--- src/rtl/pipelined_adder_subtractor_if.sv ---
// Operand/result bundle for pipelined_adder_subtractor (slave = adder side).
// ZF is present only when PIPELINED_ADDER_SUBTRACTOR_ZF_EN is defined.
interface pipelined_adder_subtractor_if #(
  parameter int unsigned DATA_WIDTH = 16
);
  logic                  in_valid;
  logic                  in_ready;
  logic [DATA_WIDTH-1:0] A;
  logic [DATA_WIDTH-1:0] B;
  logic                  Cin;
  logic                  Sub;
  logic                  out_valid;
  logic                  out_ready;
  logic [DATA_WIDTH-1:0] S;
  logic                  CF;
  logic                  OF;
`ifdef PIPELINED_ADDER_SUBTRACTOR_ZF_EN
  logic                  ZF;

  modport master (
    output in_valid, A, B, Cin, Sub, out_ready,
    input  in_ready, out_valid, S, CF, OF, ZF
  );
  modport slave (
    input  in_valid, A, B, Cin, Sub, out_ready,
    output in_ready, out_valid, S, CF, OF, ZF
  );
`else
  modport master (
    output in_valid, A, B, Cin, Sub, out_ready,
    input  in_ready, out_valid, S, CF, OF
  );
  modport slave (
    input  in_valid, A, B, Cin, Sub, out_ready,
    output in_ready, out_valid, S, CF, OF
  );
`endif
endinterface

--- src/rtl/pipelined_adder_subtractor.sv ---
// Block-pipelined adder/subtractor: one BLOCK_SIZE slice per stage, valid/ready with global stall.
// Defining PIPELINED_ADDER_SUBTRACTOR_ZF_EN adds a registered zero flag (ZF).
module pipelined_adder_subtractor #(
  parameter int unsigned DATA_WIDTH = 16,
  parameter int unsigned BLOCK_SIZE = 4
) (
  input logic                         clk,
  input logic                         rst_n,
  pipelined_adder_subtractor_if.slave bus
);
  localparam int unsigned NUM_STAGES = DATA_WIDTH / BLOCK_SIZE;
  localparam int unsigned Last       = NUM_STAGES - 1;

  logic out_valid;
  logic advance;

  assign advance      = !out_valid || bus.out_ready;
  assign bus.in_ready = advance;

  for (genvar k = 0; k < NUM_STAGES; k++) begin : g_stage
    // Operand bits still to be added shrink by one block per stage.
    localparam int unsigned SrcW = DATA_WIDTH - k * BLOCK_SIZE;
    localparam int unsigned SumW = (k + 1) * BLOCK_SIZE;

    logic [SrcW-1:0]       a_src;
    logic [SrcW-1:0]       b_src;
    logic                  c_src;
    logic                  sub_src;
    logic                  v_src;
    logic                  sign_a_src;
    logic                  sign_b_src;
    logic [BLOCK_SIZE:0]   blk;
    logic [SumW-1:0]       s_d;
    logic [SumW-1:0]       s_q;
    logic                  c_q;
    logic                  sub_q;
    logic                  v_q;
    logic                  sign_a_q;
    logic                  sign_b_q;

    if (k == 0) begin : g_head
      // Subtraction is A + ~B + 1; Cin is ignored in that mode.
      assign a_src      = bus.A;
      assign b_src      = bus.Sub ? ~bus.B : bus.B;
      assign c_src      = bus.Sub | bus.Cin;
      assign sub_src    = bus.Sub;
      assign v_src      = bus.in_valid;
      assign sign_a_src = bus.A[DATA_WIDTH-1];
      assign sign_b_src = b_src[SrcW-1];
      assign s_d        = blk[BLOCK_SIZE-1:0];
    end else begin : g_body
      assign a_src      = g_stage[k-1].g_ops.a_q;
      assign b_src      = g_stage[k-1].g_ops.b_q;
      assign c_src      = g_stage[k-1].c_q;
      assign sub_src    = g_stage[k-1].sub_q;
      assign v_src      = g_stage[k-1].v_q;
      assign sign_a_src = g_stage[k-1].sign_a_q;
      assign sign_b_src = g_stage[k-1].sign_b_q;
      assign s_d        = {blk[BLOCK_SIZE-1:0], g_stage[k-1].s_q};
    end

    assign blk = {1'b0, a_src[BLOCK_SIZE-1:0]} + {1'b0, b_src[BLOCK_SIZE-1:0]}
               + {{BLOCK_SIZE{1'b0}}, c_src};

    always_ff @(posedge clk or negedge rst_n) begin
      if (!rst_n) begin
        v_q      <= 1'b0;
        s_q      <= '0;
        c_q      <= 1'b0;
        sub_q    <= 1'b0;
        sign_a_q <= 1'b0;
        sign_b_q <= 1'b0;
      end else if (advance) begin
        v_q      <= v_src;
        s_q      <= s_d;
        c_q      <= blk[BLOCK_SIZE];
        sub_q    <= sub_src;
        sign_a_q <= sign_a_src;
        sign_b_q <= sign_b_src;
      end
    end

    if (k < Last) begin : g_ops
      logic [SrcW-BLOCK_SIZE-1:0] a_q;
      logic [SrcW-BLOCK_SIZE-1:0] b_q;

      always_ff @(posedge clk) begin
        if (advance) begin
          a_q <= a_src[SrcW-1:BLOCK_SIZE];
          b_q <= b_src[SrcW-1:BLOCK_SIZE];
        end
      end
    end
  end

  assign out_valid     = g_stage[Last].v_q;
  assign bus.out_valid = out_valid;
  assign bus.S         = g_stage[Last].s_q;
  // In subtract mode the carry out is an inverted borrow.
  assign bus.CF        = g_stage[Last].c_q ^ g_stage[Last].sub_q;
  assign bus.OF        = (g_stage[Last].sign_a_q == g_stage[Last].sign_b_q)
                      && (g_stage[Last].s_q[DATA_WIDTH-1] != g_stage[Last].sign_a_q);

`ifdef PIPELINED_ADDER_SUBTRACTOR_ZF_EN
  logic zf_q;

  always_ff @(posedge clk or negedge rst_n) begin
    if (!rst_n) begin
      zf_q <= 1'b0;
    end else if (advance) begin
      zf_q <= ~|g_stage[Last].s_d;
    end
  end

  assign bus.ZF = zf_q;
`endif

endmodule

--- src/flat_wrapper.sv ---
// flat-port wrapper written by rule: the top's interface ports become plain ports
module pipelined_adder_subtractor_flat 
#(
  parameter int unsigned DATA_WIDTH = 16,
  parameter int unsigned BLOCK_SIZE = 4
)
  (clk, rst_n, bus_in_valid, bus_A, bus_B, bus_Cin, bus_Sub, bus_out_ready, bus_in_ready, bus_out_valid, bus_S, bus_CF, bus_OF);
  pipelined_adder_subtractor_if #(.DATA_WIDTH(DATA_WIDTH)) bus_i ();
  input logic clk;
  input logic rst_n;
  input wire logic [$bits(bus_i.in_valid)-1:0] bus_in_valid;
  input wire logic [$bits(bus_i.A)-1:0] bus_A;
  input wire logic [$bits(bus_i.B)-1:0] bus_B;
  input wire logic [$bits(bus_i.Cin)-1:0] bus_Cin;
  input wire logic [$bits(bus_i.Sub)-1:0] bus_Sub;
  input wire logic [$bits(bus_i.out_ready)-1:0] bus_out_ready;
  output wire logic [$bits(bus_i.in_ready)-1:0] bus_in_ready;
  output wire logic [$bits(bus_i.out_valid)-1:0] bus_out_valid;
  output wire logic [$bits(bus_i.S)-1:0] bus_S;
  output wire logic [$bits(bus_i.CF)-1:0] bus_CF;
  output wire logic [$bits(bus_i.OF)-1:0] bus_OF;
  assign bus_i.in_valid = bus_in_valid;
  assign bus_i.A = bus_A;
  assign bus_i.B = bus_B;
  assign bus_i.Cin = bus_Cin;
  assign bus_i.Sub = bus_Sub;
  assign bus_i.out_ready = bus_out_ready;
  assign bus_in_ready = bus_i.in_ready;
  assign bus_out_valid = bus_i.out_valid;
  assign bus_S = bus_i.S;
  assign bus_CF = bus_i.CF;
  assign bus_OF = bus_i.OF;
  pipelined_adder_subtractor #(.DATA_WIDTH(DATA_WIDTH), .BLOCK_SIZE(BLOCK_SIZE)) u_core (.clk(clk), .rst_n(rst_n), .bus(bus_i));
endmodule
--- config.mk ---
export PLATFORM = sky130hd
export DESIGN_NAME = pipelined_adder_subtractor_flat
export DESIGN_NICKNAME = d
export VERILOG_FILES = /design/src/rtl/pipelined_adder_subtractor_if.sv /design/src/rtl/pipelined_adder_subtractor.sv /design/src/flat_wrapper.sv
export SDC_FILE = /design/constraint.sdc
export NUM_CORES = 1
export LEC_CHECK = 0
export BUFFER_PORTS_ARGS = -buffer_cell sky130_fd_sc_hd__clkbuf_2
export CAP_MARGIN = 20
export CORE_MARGIN = 4
export CORE_UTILIZATION = 50
export DETAILED_ROUTE_END_ITERATION = 10
export PLACE_DENSITY = 0.71
export SYNTH_ARGS = -nofsm -noshare
export SYNTH_HDL_FRONTEND = slang
export SYNTH_SLANG_ARGS = --single-unit
--- constraint.sdc ---
create_clock -name clk -period 3.93 [get_ports clk]
set_input_delay 0 -clock clk [delete_from_list [all_inputs] [get_ports clk]]
set_output_delay 0 -clock clk [all_outputs]
set_load 0.005 [all_outputs]
==> metrics <==
outcome=finished clean; DR iter-0 viols=97; achievable frequency=513 MHz; FP Rows=33; sw frac=0.311; Syn Nets=about 430; Adder-Cell Fraction of Synth Area=0.0704; post-synthesis xor/xnor area fraction=0.0417; CP Class=flop to output port; final setup TNS=0 ns; vias in the first global route=between 2,000 and 3,000; Main synth FF type=dfrtp_1; CP top delay family=buffers and inverters; cell area after synthesis=4410 um^2; final wirelength=around 7000 um; Final period util=0.496; Gate power share=0.275; R2R depth=5; top cells by count, synth=136 x nand2_1, 60 x dfrtp_1, 48 x edfxtp_1; vias per cell=4.81; Clock Sink Count=about 110; clock share of power=0.214; cts repair resizes=0; WHS Path Cells=4; CP Cell Sequence=nor2b_4 > clkinv_2 > buf_12 > clkbuf_2; Layout Skew=0.0101 ns; root buffer cell=clkbuf_8; mux contribution to synthesized area=0; headroom to the max-slew limit=0.491; worst hold path type=input pin to flop; CTS clk-pin slew, worst paths=~0.10 ns; R2R setup slack=2.10 ns; hpwl dp=4220 um; main combinational cell family by area after synthesis=simple AND/OR/NAND/NOR gates; Antenna Cells=0; Internal=2.52 mW; Synth top area share=0.341; Critical Path End Type=output port; Longest Clk Path Bufs=2; Final Total Pwr=approximately 3.7 mW; port bufs=57; RSZ-0062 raised after global routing=false; Final Hold Vio Count=0; Slowest cell on crit path=clkinv_2; clock latency on the worst-skew pair=approximately 0.36 ns; number of endpoints failing setup at the final stage=0; Hold Slack=0.0351 ns; flops & latches, synth=~110; initial antenna violation count=0; total iterations of the first detailed-routing run=4; Seq pwr share=0.512; Max VDD drop=between 300 and 400 uV; GPL Wtd Cong=0.802; most frequent cell after synthesis=nand2_1; Synth Area in Compound Gates=0.0460; Wirelength per Cell=12.5 um; sequential-to-total area share from yosys stat=0.668; Nets=roughly 510; Fillers=around 680; share of cells above drive strength 1=0.176; crit-path max cell delay=0.49 ns; simple-gate share of the synthesized area=0.140; final core utilization=0.627; Initial Util=0.526; Global Route Usage Sum=0.151; Routed Antenna Nets=0; die height=102 um; CP Max Fanout=64; Overflow after GRT=0; Crit path depth=4; Vias=2,696; die width=approximately 100 um; Top Ports=58; worst path bufs/invs=3; CP required=3.93 ns; Area growth syn-to-layout=19.4%; core area=8380 um^2; Inst Count DP=518; pwr/cell area=around 700 nW/um^2; drt drc=0; CP startpoint kind=flop; EDFF count, synth=48; CP Data Arrival Time=1.95 ns; Synth Instances=368; htree depth=3; Syn Area/Cell=12.0 um^2; Worst-Margin Slew=0.763 ns; largest net degree at the start of global routing=65; crit path time final=1.95 ns; Non-Filler Instances=560; top post-synthesis cells by area=dfrtp_1 34%, edfxtp_1 33%, nand2_1 12%; first-pass GRT wire length=around 12,000 um; CTS tree=built; max-cap viol count=0; Die ar.=10,400 um^2; Synth warnings=0; switching power=1.14 mW; Static Leak=between 2 and 2.5 nW; clock buffers created by TritonCTS=9; Post-CTS Setup Inserts=0; area leader, netlist=dfrtp_1; Distinct cells, synth=24; asr flop ratio synth=0.556; Max Slew Vio Count=0
-- power groups by stage --
stage	Clock, mW	Combinational, mW	Sequential, mW
after CTS	0.801	1.03	1.88
final	0.783	1.01	1.87
after detailed placement	0	1.00	1.90
after global placement	0	0.964	1.88
after floorplan	0	0.716	1.85
after global routing	0.855	1.19	1.93
-- final cells by class --
class	instances	area, um^2	share of cell area
Tap cell	105	131	0.0250
Clock inverter	7	115	0.0219
Inverter	13	50.0	0.00952
Multi-Input combinational cell	232	1320	0.250
Clock buffer	9	124	0.0236
Sequential cell	108	2940	0.560
Timing Repair Buffer	86	581	0.110
-- final timing paths --
| kind | start | endpoint |
|---|---|---|
| max | u_core.bus.out_valid$_DFFE_PN0P_ | bus_in_ready |
| min | bus_A[1] | u_core.g_stage[0].s_q[1]$_DFFE_PN0P_ |
| min in group asynchronous | rst_n | u_core.g_stage[0].s_q[1]$_DFFE_PN0P_ |
| max in group asynchronous | rst_n | u_core.g_stage[2].s_q[11]$_DFFE_PN0P_ |
| max reg2reg | u_core.g_stage[1].g_ops.b_q[0]$_DFFE_PP_ | u_core.g_stage[2].c_q$_DFFE_PN0P_ |
| min reg2reg | u_core.g_stage[0].g_ops.b_q[10]$_DFFE_PP_ | u_core.g_stage[1].g_ops.b_q[6]$_DFFE_PP_ |
-- sequential cells by signal, summed over array words and instances (netlist names) --
signal,flops
u_core.g_stage.s_q,24
u_core.bus.S,16
u_core.g_stage.sub_q,4
u_core.g_stage.v_q,3
u_core.g_stage.c_q,4
u_core.bus.out_valid,1
u_core.g_stage.sign_a_q,4
u_core.g_stage.g_ops.a_q,24
u_core.g_stage.g_ops.b_q,24
u_core.g_stage.sign_b_q,4
-- through the flow --
step / area [um^2] / worst slack (ns)
floorplan: 4410 / 2.16
CTS: 5260 / 1.93
global route: 5260 / 1.79
detailed placement: 4760 / 1.91
global placement: 4760 / 1.98
finish: 5260 / 1.98
-- per-layer routing --
layer / GRT usage / share of wire / up-vias
li1: - / - / 1353
met2: 0.241 / 0.49 / 65
met5: 0 / 0 / -
met4: 0.0515 / 0.010 / 0
met1: 0.202 / 0.45 / 1270
met3: 0.0416 / 0.048 / 8
-- cell usage in the layout, fill, tap and decap left out --
cell,n
a211oi_1,1
a21o_1,4
a21oi_1,11
buf_12,1
buf_4,2
bufinv_16,3
clkbuf_2,57
clkbuf_8,9
clkinv_2,3
clkinvlp_4,2
dfrtp_1,60
dlygate4sd3_1,26
edfxtp_1,48
fa_1,8
ha_1,12
inv_1,12
nand2_1,136
nand2b_1,1
nor2_1,14
nor2b_1,4
nor2b_4,1
nor3_1,2
o21a_1,4
o21ai_0,8
o21ai_1,3
o31ai_2,2
xnor2_1,3
xor2_1,18
-- worst reg2reg max path, stage by stage, from the launching register on --
cell and delay [ns]:
edfxtp_1 0.41, fa_1 0.47, fa_1 0.42, a21o_1 0.19
a21oi_1 0.14, a21oi_1 0.08
-- kinds of logic after synthesis --
kind of cell,after synthesis
adders and majority gates,20
DFF,108
buffers and inverters,28
and+or+nand+nor,158
AOI/OAI and AO/OA,33
xor gates and xnor gates,21
-- timing repair --
item,CTS,global route
hold buffers,26,0
hold endpoints to repair,87,0
setup endpoints to repair,0,0
Note: power is estimated with default switching activity, not from simulation.
